==> config.mk <==
export PLATFORM = sky130hd
export DESIGN_NAME = alg_edge_event_ctrl
export DESIGN_NICKNAME = d
export VERILOG_FILES = /design/src/rtl/alg_edge_event_ctrl.sv
export SDC_FILE = /design/constraint.sdc
export NUM_CORES = 1
export LEC_CHECK = 0
export CORE_AREA = 2 2 90 92
export DETAILED_ROUTE_END_ITERATION = 10
export DIE_AREA = 0 0 92 94
export PLACE_DENSITY = 0.81
export SYNTH_ARGS = -nofsm -noshare
export SYNTH_HDL_FRONTEND = slang
export SYNTH_SLANG_ARGS = --single-unit
export TNS_END_PERCENT = 5
==> constraint.sdc <==
create_clock -name clk -period 2.2 [get_ports clk]
set_input_delay 0.44 -clock clk [delete_from_list [all_inputs] [get_ports clk]]
set_output_delay 0.44 -clock clk [all_outputs]
set_load 0.005 [all_outputs]
==> src/rtl/alg_edge_event_ctrl.sv <==
// rtl/alg_edge_event_ctrl.sv - multi-channel synchronised, glitch-filtered edge detector with sticky event flags
module alg_edge_event_ctrl #(
   parameter int              CH          = 8,
   parameter int              SYNC_STAGES = 2,
   parameter int              FILT_W      = 4,
   parameter logic [CH-1:0]   INIT_LEVEL  = '0
) (
   input  logic                clk,
   input  logic                rst_n,
   input  logic [CH-1:0]       sig,
   input  logic [FILT_W-1:0]   filt_len,
   input  logic [2*CH-1:0]     edge_mode,
   input  logic [CH-1:0]       evt_clr,
   output logic [CH-1:0]       level,
   output logic [CH-1:0]       rise,
   output logic [CH-1:0]       fall,
   output logic [CH-1:0]       evt_pend,
   output logic [CH-1:0]       evt_ovf,
   output logic                irq
);

   logic [CH-1:0]          sync_q [SYNC_STAGES];
   logic [SYNC_STAGES-1:0] prime_q;
   logic [FILT_W-1:0]      cnt_q [CH];
   logic [CH-1:0]          s;
   logic                   primed;
   logic [CH-1:0]          rise_en;
   logic [CH-1:0]          fall_en;
   logic [CH-1:0]          ev;

   assign s      = sync_q[SYNC_STAGES-1];
   assign primed = prime_q[SYNC_STAGES-1];

   always_comb begin
      rise_en = '0;
      fall_en = '0;
      for (int i = 0; i < CH; i++) begin
         rise_en[i] = edge_mode[2*i];
         fall_en[i] = edge_mode[2*i+1];
      end
   end

   assign ev = (rise & rise_en) | (fall & fall_en);

   // The chain holds reset zeros until refilled; prime_q marks when s is real input data,
   // so a channel whose input already matches INIT_LEVEL never sees a false edge.
   always_ff @(posedge clk or negedge rst_n) begin
      if (!rst_n) begin
         for (int k = 0; k < SYNC_STAGES; k++) begin
            sync_q[k] <= '0;
         end
         prime_q <= '0;
      end else begin
         sync_q[0] <= sig;
         for (int k = 1; k < SYNC_STAGES; k++) begin
            sync_q[k] <= sync_q[k-1];
         end
         prime_q <= {prime_q[SYNC_STAGES-2:0], 1'b1};
      end
   end

   always_ff @(posedge clk or negedge rst_n) begin
      if (!rst_n) begin
         level <= INIT_LEVEL;
         rise  <= '0;
         fall  <= '0;
         for (int i = 0; i < CH; i++) begin
            cnt_q[i] <= '0;
         end
      end else begin
         for (int i = 0; i < CH; i++) begin
            rise[i] <= 1'b0;
            fall[i] <= 1'b0;
            if (!primed || (s[i] == level[i])) begin
               cnt_q[i] <= '0;
            end else if (cnt_q[i] >= filt_len) begin
               level[i] <= s[i];
               cnt_q[i] <= '0;
               rise[i]  <= s[i];
               fall[i]  <= ~s[i];
            end else begin
               cnt_q[i] <= cnt_q[i] + FILT_W'(1);
            end
         end
      end
   end

   // A new event beats a simultaneous clear; the clear only acknowledges the overflow.
   always_ff @(posedge clk or negedge rst_n) begin
      if (!rst_n) begin
         evt_pend <= '0;
         evt_ovf  <= '0;
         irq      <= 1'b0;
      end else begin
         for (int i = 0; i < CH; i++) begin
            if (ev[i]) begin
               evt_pend[i] <= 1'b1;
               if (evt_clr[i]) begin
                  evt_ovf[i] <= 1'b0;
               end else if (evt_pend[i]) begin
                  evt_ovf[i] <= 1'b1;
               end
            end else if (evt_clr[i]) begin
               evt_pend[i] <= 1'b0;
               evt_ovf[i]  <= 1'b0;
            end
         end
         irq <= |evt_pend;
      end
   end

endmodule

==> impl_metrics.json <==
{
  "drive_above_1_share_pct": 11.3,
  "gp_congestion": 0.813,
  "ioPinCount": 79,
  "setup_slack_ns": 0.274,
  "holdPathStages": 0,
  "synthCells": 350,
  "fin_skew_ns": 0.00541,
  "io_buffer_count": 78,
  "antenna_found_initial": 0,
  "ctsLongestPathBuffers": 2,
  "syn2layout_area_growth_pct": 26.6,
  "fp-row-count": 32,
  "crit_slowest_cell": "clkdlybuf4s50_1",
  "cp.required_ns": 2.43,
  "ys_types": 22,
  "synth-simple-area-share_pct": 13.9,
  "critPathMaxFanout": 8,
  "stdcell_count": 546,
  "crit_family": "buffers and inverters",
  "first_global_vias": 2919,
  "synth_area_per_cell_um2": 12.1,
  "synthXorXnorAreaFrac_pct": 4.97,
  "track_usage_pct": 20.3,
  "synth_compound_area_share_pct": 12.6,
  "cts_made_buffers": 9,
  "start_util_pct": 55.6,
  "yosysWarnings": 0,
  "worst-path-buf-inv": 2,
  "grt_pass1_wl_um": 13800,
  "cts.sinks": 91,
  "core-area_um2": 7610,
  "wl_per_cell_um": 14.6,
  "finalSetupViolCount": 0,
  "grt_max_degree": 68,
  "root_buffer": "clkbuf_8",
  "cts_hold_buf": 1,
  "cts_resized": 0,
  "endpoint_kind": "flip-flop",
  "nets": 517,
  "fillers": 548,
  "dieHeight_um": 94,
  "startpoint": "filt_len[1]",
  "viasPerCell": 5.36,
  "layout_common_cells": "91 x dfrtp_1, 77 x clkdlybuf4s50_1, 40 x nor2_1, 40 x ha_1, 27 x inv_1",
  "place_ws_ns": -0.0689,
  "dp_hpwl_um": 5810,
  "synth_top_family_by_area": "simple AND/OR/NAND/NOR gates",
  "worstHoldStart": "sync_q[15]",
  "dr.pass1.iters": 4,
  "cp_data_arrival_time_ns": 2.16,
  "ant_nets": 0,
  "rsz0062_at_grt": "no",
  "drtIter0Drc": 108,
  "max_freq_mhz": 519,
  "cellPowerDensity_nw_per_um2": 617,
  "drc": 0,
  "hold_viol": 0,
  "htree_num_levels": 3,
  "synth_mux_area_share_pct": 0,
  "clk_pin_slew_worst_paths_ns": 0.08,
  "synth_adder_area_share_pct": 11.8,
  "diodes": 0,
  "power_uw": 3300,
  "startpoint_type": "input port",
  "yosysSeqAreaShare_pct": 53.9,
  "final_common_cell": "dfrtp_1",
  "fp.dieW_um": 92,
  "synth-seq-cells": 91,
  "dieArea_um2": 8650,
  "period_share_pct": 87.5,
  "drv_cap": 0,
  "place_inst": 529,
  "final_core_util_pct": 70.4,
  "finalMaxSlewViolations": 0,
  "rr_startpoint": "cnt_q[16]",
  "postCtsSetupBuffers": 0,
  "max_stage_delay_ns": 0.40,
  "critPathKind": "in -> reg",
  "vdd_drop_max_v": 0.000379,
  "p_leak_uw": 0.00237,
  "synth_nets": 428,
  "cts_tree": "yes",
  "status": "finished, final reports clean",
  "r2r_cells": 5,
  "cp.depth": 6,
  "min_path_type": "reg -> reg",
  "insertion_delay_ns": 0.34,
  "synth_area_um2": 4230,
  "drt-total-wl_um": 7990,
  "vias": 2925,
  "period_needed_ns": 1.93,
  "globalRouteOverflowTotal": 0,
  "cp_cell_sequence": "clkdlybuf4s50_1 > inv_1 > ha_1 > o211ai_1 > o21a_1 > and4bb_2"
}
sequential cells by signal, indices dropped and copies added (netlist names):
| register | flops |
|---|---|
| level | 8 |
| prime_q | 2 |
| sync_q | 8 |
| evt_pend | 8 |
| s | 8 |
| evt_ovf | 8 |
| rise | 8 |
| cnt_q | 32 |
| fall | 8 |
| irq | 1 |
worst register-to-register path, cell delays in order, from the launching register on:
cell	delay, ns
dfrtp_1	0.40
inv_1	0.06
ha_1	0.29
nor3b_2	0.26
o21a_1	0.21
and4bb_2	0.25
kinds of logic (layout without fill, tap and decap cells):
group | Yosys count | after routing
buf+inv | 31 | 125
fa+ha+maj | 40 | 40
xor+xnor | 24 | 24
simple gates | 91 | 91
other cells | 1 | 1
flops | 91 | 91
compound gates | 72 | 72
power breakdown:
group	switching [uW]	internal, uW	total, uW
Sequential	68.0	1740	1810
Clock	530	535	1060
Combinational	202	229	431
cells in the mapped netlist:
library cell / count / area (um2)
dfrtp_1: 91 / 2280
ha_1: 40 / 500
nor2_1: 40 / 150
inv_1: 27 / 101
o211ai_1: 24 / 180
and4bb_2: 16 / 200
xor2_1: 16 / 140
nand2_1: 9 / 33.8
a21oi_1: 8 / 40.0
a22oi_1: 8 / 60.1
nand2b_1: 8 / 50.1
nand3_1: 8 / 40.0
nor3b_2: 8 / 100
o2111ai_1: 8 / 70.1
o21a_1: 8 / 60.1
o21ai_0: 8 / 40.0
o21ba_2: 8 / 80.1
xnor2_1: 8 / 70.1
clkbuf_1: 3 / 11.3
nor4_1: 2 / 12.5
buf_2: 1 / 5.00
conb_1: 1 / 3.75
per-layer routing:
metal	global-route usage (%)	vias up	wire length (um)
li1	-	1422	-
met2	34.9	72	3940
met5	0	-	0
met3	2.49	11	323
met4	8.08	0	144
met1	26.4	1420	3580
final timing paths:
| check | slack (ns) | to |
|---|---|---|
| max in group asynchronous | 1.02 | evt_pend[4] |
| worst min register to register | 0.35 | s[7] |
| worst max-delay path | 0.27 | rise[4] |
| worst max register to register | 0.62 | fall[3] |
| min in group asynchronous | 0.54 | evt_ovf[3] |
| worst min-delay path | 0.35 | s[7] |
through the flow:
step	hold WS, ns	setup TNS [ns]	area (um2)
after floorplan	0.144	0	4230
after global placement	0.332	-0.398	5150
after detailed placement	0.335	-0.694	5150
after CTS	0.354	0	5350
after global routing	0.361	0	5350
final	0.350	0	5350
area by class of cell:
cell class | instances | area (um2) | area share, %
inverters | 27 | 101 | 1.89
clock buffers | 15 | 186 | 3.48
repair buffers | 82 | 823 | 15.4
clock inverters | 1 | 5.00 | 0.0935
well taps | 102 | 128 | 2.38
multi-input cells | 228 | 1830 | 34.2
flip-flops and latches | 91 | 2280 | 42.5
No activity file was read; power rests on OpenSTA's default activity.
